==> src/rtl/shift_seq_pkg.sv <==
// Shared encodings for the iterative shift sequencer: operation codes and FSM states.
package shift_seq_pkg;

  typedef enum logic [1:0] {
    OP_SLL  = 2'b00,
    OP_SRL  = 2'b01,
    OP_SRA  = 2'b10,
    OP_ROTR = 2'b11
  } op_e;

  typedef enum logic [1:0] {
    S_IDLE  = 2'b00,
    S_SHIFT = 2'b01,
    S_DONE  = 2'b10
  } state_e;

endpackage

==> src/rtl/shift_step.sv <==
// Combinational single-bit shift/rotate step; the sequencer applies it once per clock.
module shift_step
  import shift_seq_pkg::*;
#(
  parameter int unsigned WIDTH = 32
) (
  input  op_e              op,
  input  logic [WIDTH-1:0] din,
  output logic [WIDTH-1:0] dout
);

  always_comb begin
    dout = din;
    case (op)
      OP_SLL:  dout = {din[WIDTH-2:0], 1'b0};
      OP_SRL:  dout = {1'b0, din[WIDTH-1:1]};
      OP_SRA:  dout = {din[WIDTH-1], din[WIDTH-1:1]};
      OP_ROTR: dout = {din[0], din[WIDTH-1:1]};
      default: dout = din;
    endcase
  end

endmodule

==> src/rtl/shift_sequencer.sv <==
// Multi-cycle variable-amount shifter: one bit per clock under a start/busy/done handshake.
module shift_sequencer
  import shift_seq_pkg::*;
#(
  parameter int unsigned WIDTH   = 32,
  parameter int unsigned SHAMT_W = 5
) (
  input  logic               clk,
  input  logic               rst,
  input  logic               start,
  input  logic [1:0]         op,
  input  logic [SHAMT_W-1:0] shamt,
  input  logic [WIDTH-1:0]   data_in,
  output logic               busy,
  output logic               done,
  output logic [WIDTH-1:0]   result
);

  state_e             state_q, state_d;
  op_e                op_q;
  logic [WIDTH-1:0]   work_q;
  logic [WIDTH-1:0]   step_out;
  logic [SHAMT_W-1:0] count_q;
  logic [WIDTH-1:0]   result_q;
  logic               busy_q;
  logic               done_q;

  shift_step #(.WIDTH(WIDTH)) u_step (
    .op   (op_q),
    .din  (work_q),
    .dout (step_out)
  );

  // State register
  always_ff @(posedge clk or posedge rst) begin
    if (rst) begin
      state_q <= S_IDLE;
    end else begin
      state_q <= state_d;
    end
  end

  // Next-state logic
  always_comb begin
    state_d = state_q;
    case (state_q)
      S_IDLE: begin
        if (start) begin
          state_d = (shamt == SHAMT_W'(0)) ? S_DONE : S_SHIFT;
        end
      end
      S_SHIFT: begin
        if (count_q == SHAMT_W'(1)) begin
          state_d = S_DONE;
        end
      end
      S_DONE:  state_d = S_IDLE;
      default: state_d = S_IDLE;
    endcase
  end

  // Datapath and registered handshake outputs; result only moves on entry to DONE
  always_ff @(posedge clk or posedge rst) begin
    if (rst) begin
      op_q     <= OP_SLL;
      work_q   <= '0;
      count_q  <= '0;
      result_q <= '0;
      busy_q   <= 1'b0;
      done_q   <= 1'b0;
    end else begin
      busy_q <= (state_d != S_IDLE);
      done_q <= (state_d == S_DONE);
      case (state_q)
        S_IDLE: begin
          if (start) begin
            op_q <= op_e'(op);
            if (shamt == SHAMT_W'(0)) begin
              result_q <= data_in;
            end else begin
              work_q  <= data_in;
              count_q <= shamt;
            end
          end
        end
        S_SHIFT: begin
          work_q  <= step_out;
          count_q <= count_q - SHAMT_W'(1);
          if (count_q == SHAMT_W'(1)) begin
            result_q <= step_out;
          end
        end
        default: ;
      endcase
    end
  end

  assign busy   = busy_q;
  assign done   = done_q;
  assign result = result_q;

endmodule
==> config.mk <==
export PLATFORM = sky130hd
export DESIGN_NAME = shift_sequencer
export DESIGN_NICKNAME = d
export VERILOG_FILES = /design/src/rtl/shift_seq_pkg.sv /design/src/rtl/shift_step.sv /design/src/rtl/shift_sequencer.sv
export SDC_FILE = /design/constraint.sdc
export NUM_CORES = 1
export LEC_CHECK = 0
export ABC_CLOCK_PERIOD_IN_PS = 3200
export BUFFER_PORTS_ARGS = -buffer_cell sky130_fd_sc_hd__buf_2
export CAP_MARGIN = 40
export CORE_ASPECT_RATIO = 0.6
export CORE_MARGIN = 3
export CORE_UTILIZATION = 50
export CTS_CLUSTER_SIZE = 16
export DETAILED_ROUTE_END_ITERATION = 12
export GPL_TIMING_DRIVEN = 0
export MAX_ROUTING_LAYER = met4
export PLACE_DENSITY_LB_ADDON = 0.08
export SYNTH_ARGS = -nofsm -noshare
export SYNTH_HDL_FRONTEND = slang
export SYNTH_HIERARCHICAL = 1
export SYNTH_SLANG_ARGS = --single-unit
==> constraint.sdc <==
create_clock -name clk -period 3.2 [get_ports clk]
set_input_delay 0 -clock clk [delete_from_list [all_inputs] [get_ports clk]]
set_output_delay 0 -clock clk [all_outputs]
set_load 0.05 [all_outputs]
==> run summary <==
Once detail routing completed, the nets flagged for antenna violations numbered 0. In this run the number of cells on the critical path is 6. The average instance in the mapped netlist occupies 11.2 um2. The worst-case reg-to-reg path depth came out at 6.

The first-pass GRT wire length came out at 14900 um. The largest incremental delay on the critical path came out at 0.38 ns. The depth of the CTS H-tree is 3. The wire-length estimate of the detail-placed layout is 6330 um. The summed instance area of the synthesized netlist came out at 3820 um2. The run gives 76 as the number of top-level pins. The final count of negative-setup-slack endpoints came out at 0. After detailed routing, the number of remaining DRC violations is 0. The number of library cell types mapped by synthesis was 35.

The logs give 23.0% for the aggregate global-route resource usage and 188 for the DRC violation total after the first TritonRoute iteration. Across the routed clock network, the largest skew measured is 0.00695 ns. The floorplan step set the die height to 73.7 um.

Entering global routing, the biggest net connects 44 pins. Cell with the biggest individual delay on the critical path: sky130_fd_sc_hd__dfrtp_1. The TritonCTS sink count is 75. The min-delay analysis places its worst path in the category in -> reg. The worst pin sits at a relative slew slack of 62.4%. Data arrives at the worst endpoint at 2.13 ns.

The run gives 5 as the length of the first detailed-routing pass in iterations. Count of buffer and inverter cells on the critical path: 3. For the maximum number of buffers from clock root to sink, the log shows 2. The largest fanout on the critical path came out at 10. Walking the worst path, the cells encountered are clkbuf_1, nor2b_1, buf_4, buf_4, mux2i_1, a21oi_1. The analysis attributes to net switching a power of 2.24 mW.

Counting flops with a built-in enable in the synthesized netlist gives 0. The power per standard cell area came out at 1110 nW/um2. The tools report the via count of the first global-routing pass as 2978. Counting flops with an async set or reset pin after synthesis yields a share of 100%. Counting the buffers created by CTS gives 9. The sequential share of power is 30.5%. The actual transition at the worst max-transition pin was 0.564 ns. Cells with a size suffix above 1 make up 33.4% of the layout.

Using the TritonRoute via totals, the vias-per-cell ratio works out to 5.32. Sorting the synthesized cells by how often they occur yields sky130_fd_sc_hd__dfrtp_1 (75), sky130_fd_sc_hd__o21ai_0 (40), sky130_fd_sc_hd__nor2_1 (38). Type of destination of the critical path: a flip-flop. Synthesis produced 342 cells.

Routability-driven placement finished with a final weighted congestion of 0.849. Hold is met by 0.00833 ns. The top cell type by area accounts for 49.1% of the synthesized area. The floorplan has 24 rows. The most used flip-flop cell after synthesis is sky130_fd_sc_hd__dfrtp_1.

The run gives 0 as the final hold violation count. The synthesized design contains 75 register bits. For this run, the top clock speed supported by timing is 521 MHz.

The run gives 8770 um2 as the die area. For the post-route total power, the log shows 5.60 mW. The final sum of negative setup slack is 0 ns, and the total grt overflow is 0. The worst setup path is of the reg -> reg kind.

Cell seen most often among critical-path stages: sky130_fd_sc_hd__buf_4. TritonCTS built the clock tree. Number of antenna violations at the first check in global routing: 0.

The gate family responsible for the most delay along the worst path is buffers and inverters. The number of vias after detailed routing was 3039. The final count of pins violating max slew is 0. By area the synthesized netlist is led by sky130_fd_sc_hd__dfrtp_1 (49%), sky130_fd_sc_hd__mux2_4 (11%), sky130_fd_sc_hd__mux2i_1 (8.6%). The logs give 7330 um2 for the core footprint and 9150 um for the routed wire length. Switching portion of total power: 39.9%. Final-stage net count: 506. Post-route clock period utilization: 60.0%.

In this run the static leakage power is 2.49 nW. Max-cap violations in this run came to 0. The register area share after synthesis is 49.1%. The post-CTS clock slew at the launch and capture registers of the worst setup and hold paths works out to 0.05 ns.

sky130_fd_sc_hd__dfrtp_1 is the most common cell in the netlist. Setup repair after global routing left no endpoint under its margin. The later pin in the worst-skew pair is clocked with a latency of 0.34 ns. Data required time at the worst endpoint: 3.41 ns. The Yosys step of the flow raised 6 warnings.

Root buffer cell: sky130_fd_sc_hd__clkbuf_16. The nature of the critical path startpoint was a flip-flop. The run gives 52.2% as the initial core utilization. After detailed routing, the average wire length per cell comes to 16.0 um. The number of nets in the synthesized netlist is 386. Per report_power, the combinational group accounts for 48.1% of the total. The number of I/O port buffers is 75, and the time the worst path needs with I/O delays and setup is 1.92 ns. The depth of the worst hold-timing path is 3, and the part of the power in the clock network is 21.4%. From synthesis to final layout, the design area changed by 32.1%.

The worst-case IR drop observed on VDD is 0.472 mV. The repair_antennas step left the layout with diodes totalling 0. The run finished with clean final reports. From left edge to right edge, the die measures 119 um. The layout filler cell count came out at 596. The internal portion of the total power is 3.36 mW.

The cell type with the highest aggregate area in the netlist was sky130_fd_sc_hd__dfrtp_1.
-- final timing paths --
path,startpoint,end,slack [ns]
min in group asynchronous,rst,work_q[13],0.23
worst min-delay path,data_in[16],result[16],0.008
worst min register to register,result[22],result[22],0.51
max in group asynchronous,rst,state_q[1],2.42
worst max-delay path,state_q[1],work_q[8],1.28
worst max register to register,state_q[1],work_q[8],1.28
-- cells by family after synthesis --
logic type / count (synthesis) / synth area share, %
adders and majority gates: 2 / 0.654
AOI/OAI and AO/OA: 112 / 16.5
muxes: 65 / 20.9
buffers and inverters: 31 / 5.14
DFF: 75 / 49.1
and+or+nand+nor: 57 / 7.72
-- flip-flops by register name, indices dropped and copies added, names as in the netlist --
| signal | flops |
|---|---|
| result | 32 |
| work_q | 32 |
| count_q | 5 |
| op_q | 2 |
| state_q | 2 |
| busy | 1 |
| done | 1 |
-- cell usage in the layout (no fill, tap or decap), drive strengths merged --
master and count:
mux2 32, nand3 3, dfrtp 75, a22oi 1, nor2b 3, ha 2
or2b 1, mux2i 33, nor4b 2, nor2 39, nor3 2, a221oi 1
bufinv 3, inv 6, or3 3, or2 1, o21bai 1, and2 1
o21ai 68, o221a 1, clkbuf 19, a21oi 34, nor3b 2, clkinv 1
o211ai 3, o31ai 2, buf 94, a31oi 1, dlygate4sd3 33
-- final cells by class --
cell class              instances  area (um2)  share of cell area (%)
flip-flops and latches         75        1880                    37.2
multi-input cells             236        1750                    34.7
repair buffers                109         733                    14.5
clock buffers                  12         267                    5.28
plain buffers                  25         174                    3.44
well taps                     104         130                    2.58
clock inverters                 4        95.1                    1.88
inverters                       6        25.0                   0.495
-- power groups by stage --
stage / logic (mW) / registers (mW) / clock network [mW]
2_1_floorplan: 1.60 / 2.19 / 0
3_3_place_gp: 2.61 / 1.70 / 0
3_5_place_dp: 2.66 / 1.71 / 0
4_1_cts: 2.71 / 1.70 / 1.22
5_1_grt: 2.90 / 1.77 / 1.25
6_report: 2.69 / 1.71 / 1.20
-- through the flow --
stage                     setup slack [ns]  cells  utilization [%]  cell area [um2]
after floorplan                       1.29    342                -             3820
after global placement               0.323    521             59.1             4330
after detailed placement              1.31    522             59.5             4360
after CTS                             1.29    571             68.9             5050
after global routing                  1.15    571             68.9             5050
final                                 1.28    571             68.9             5050
-- tightest hold or removal path, delay by kind of cell --
family          cells  cell delay (ns)
mux                 1             0.10
compound gates      1             0.13
buf+inv             1             0.08
-- repair_timing --
item                                    CTS  global route
endpoints found under the setup margin    0             0
hold buffers                             33             0
setup buffers                             0             0
gates resized for setup                   0             0
hold endpoints to repair                 73             0
-- per-layer routing --
metal,up-vias,share of wire (%),global-route usage (%)
met5,-,0,-
met4,0,1.2,6.80
met3,8,5.7,7.62
met2,87,44,32.4
met1,1476,50,31.6
li1,1468,-,-
Power figures use the tool's default switching activity.
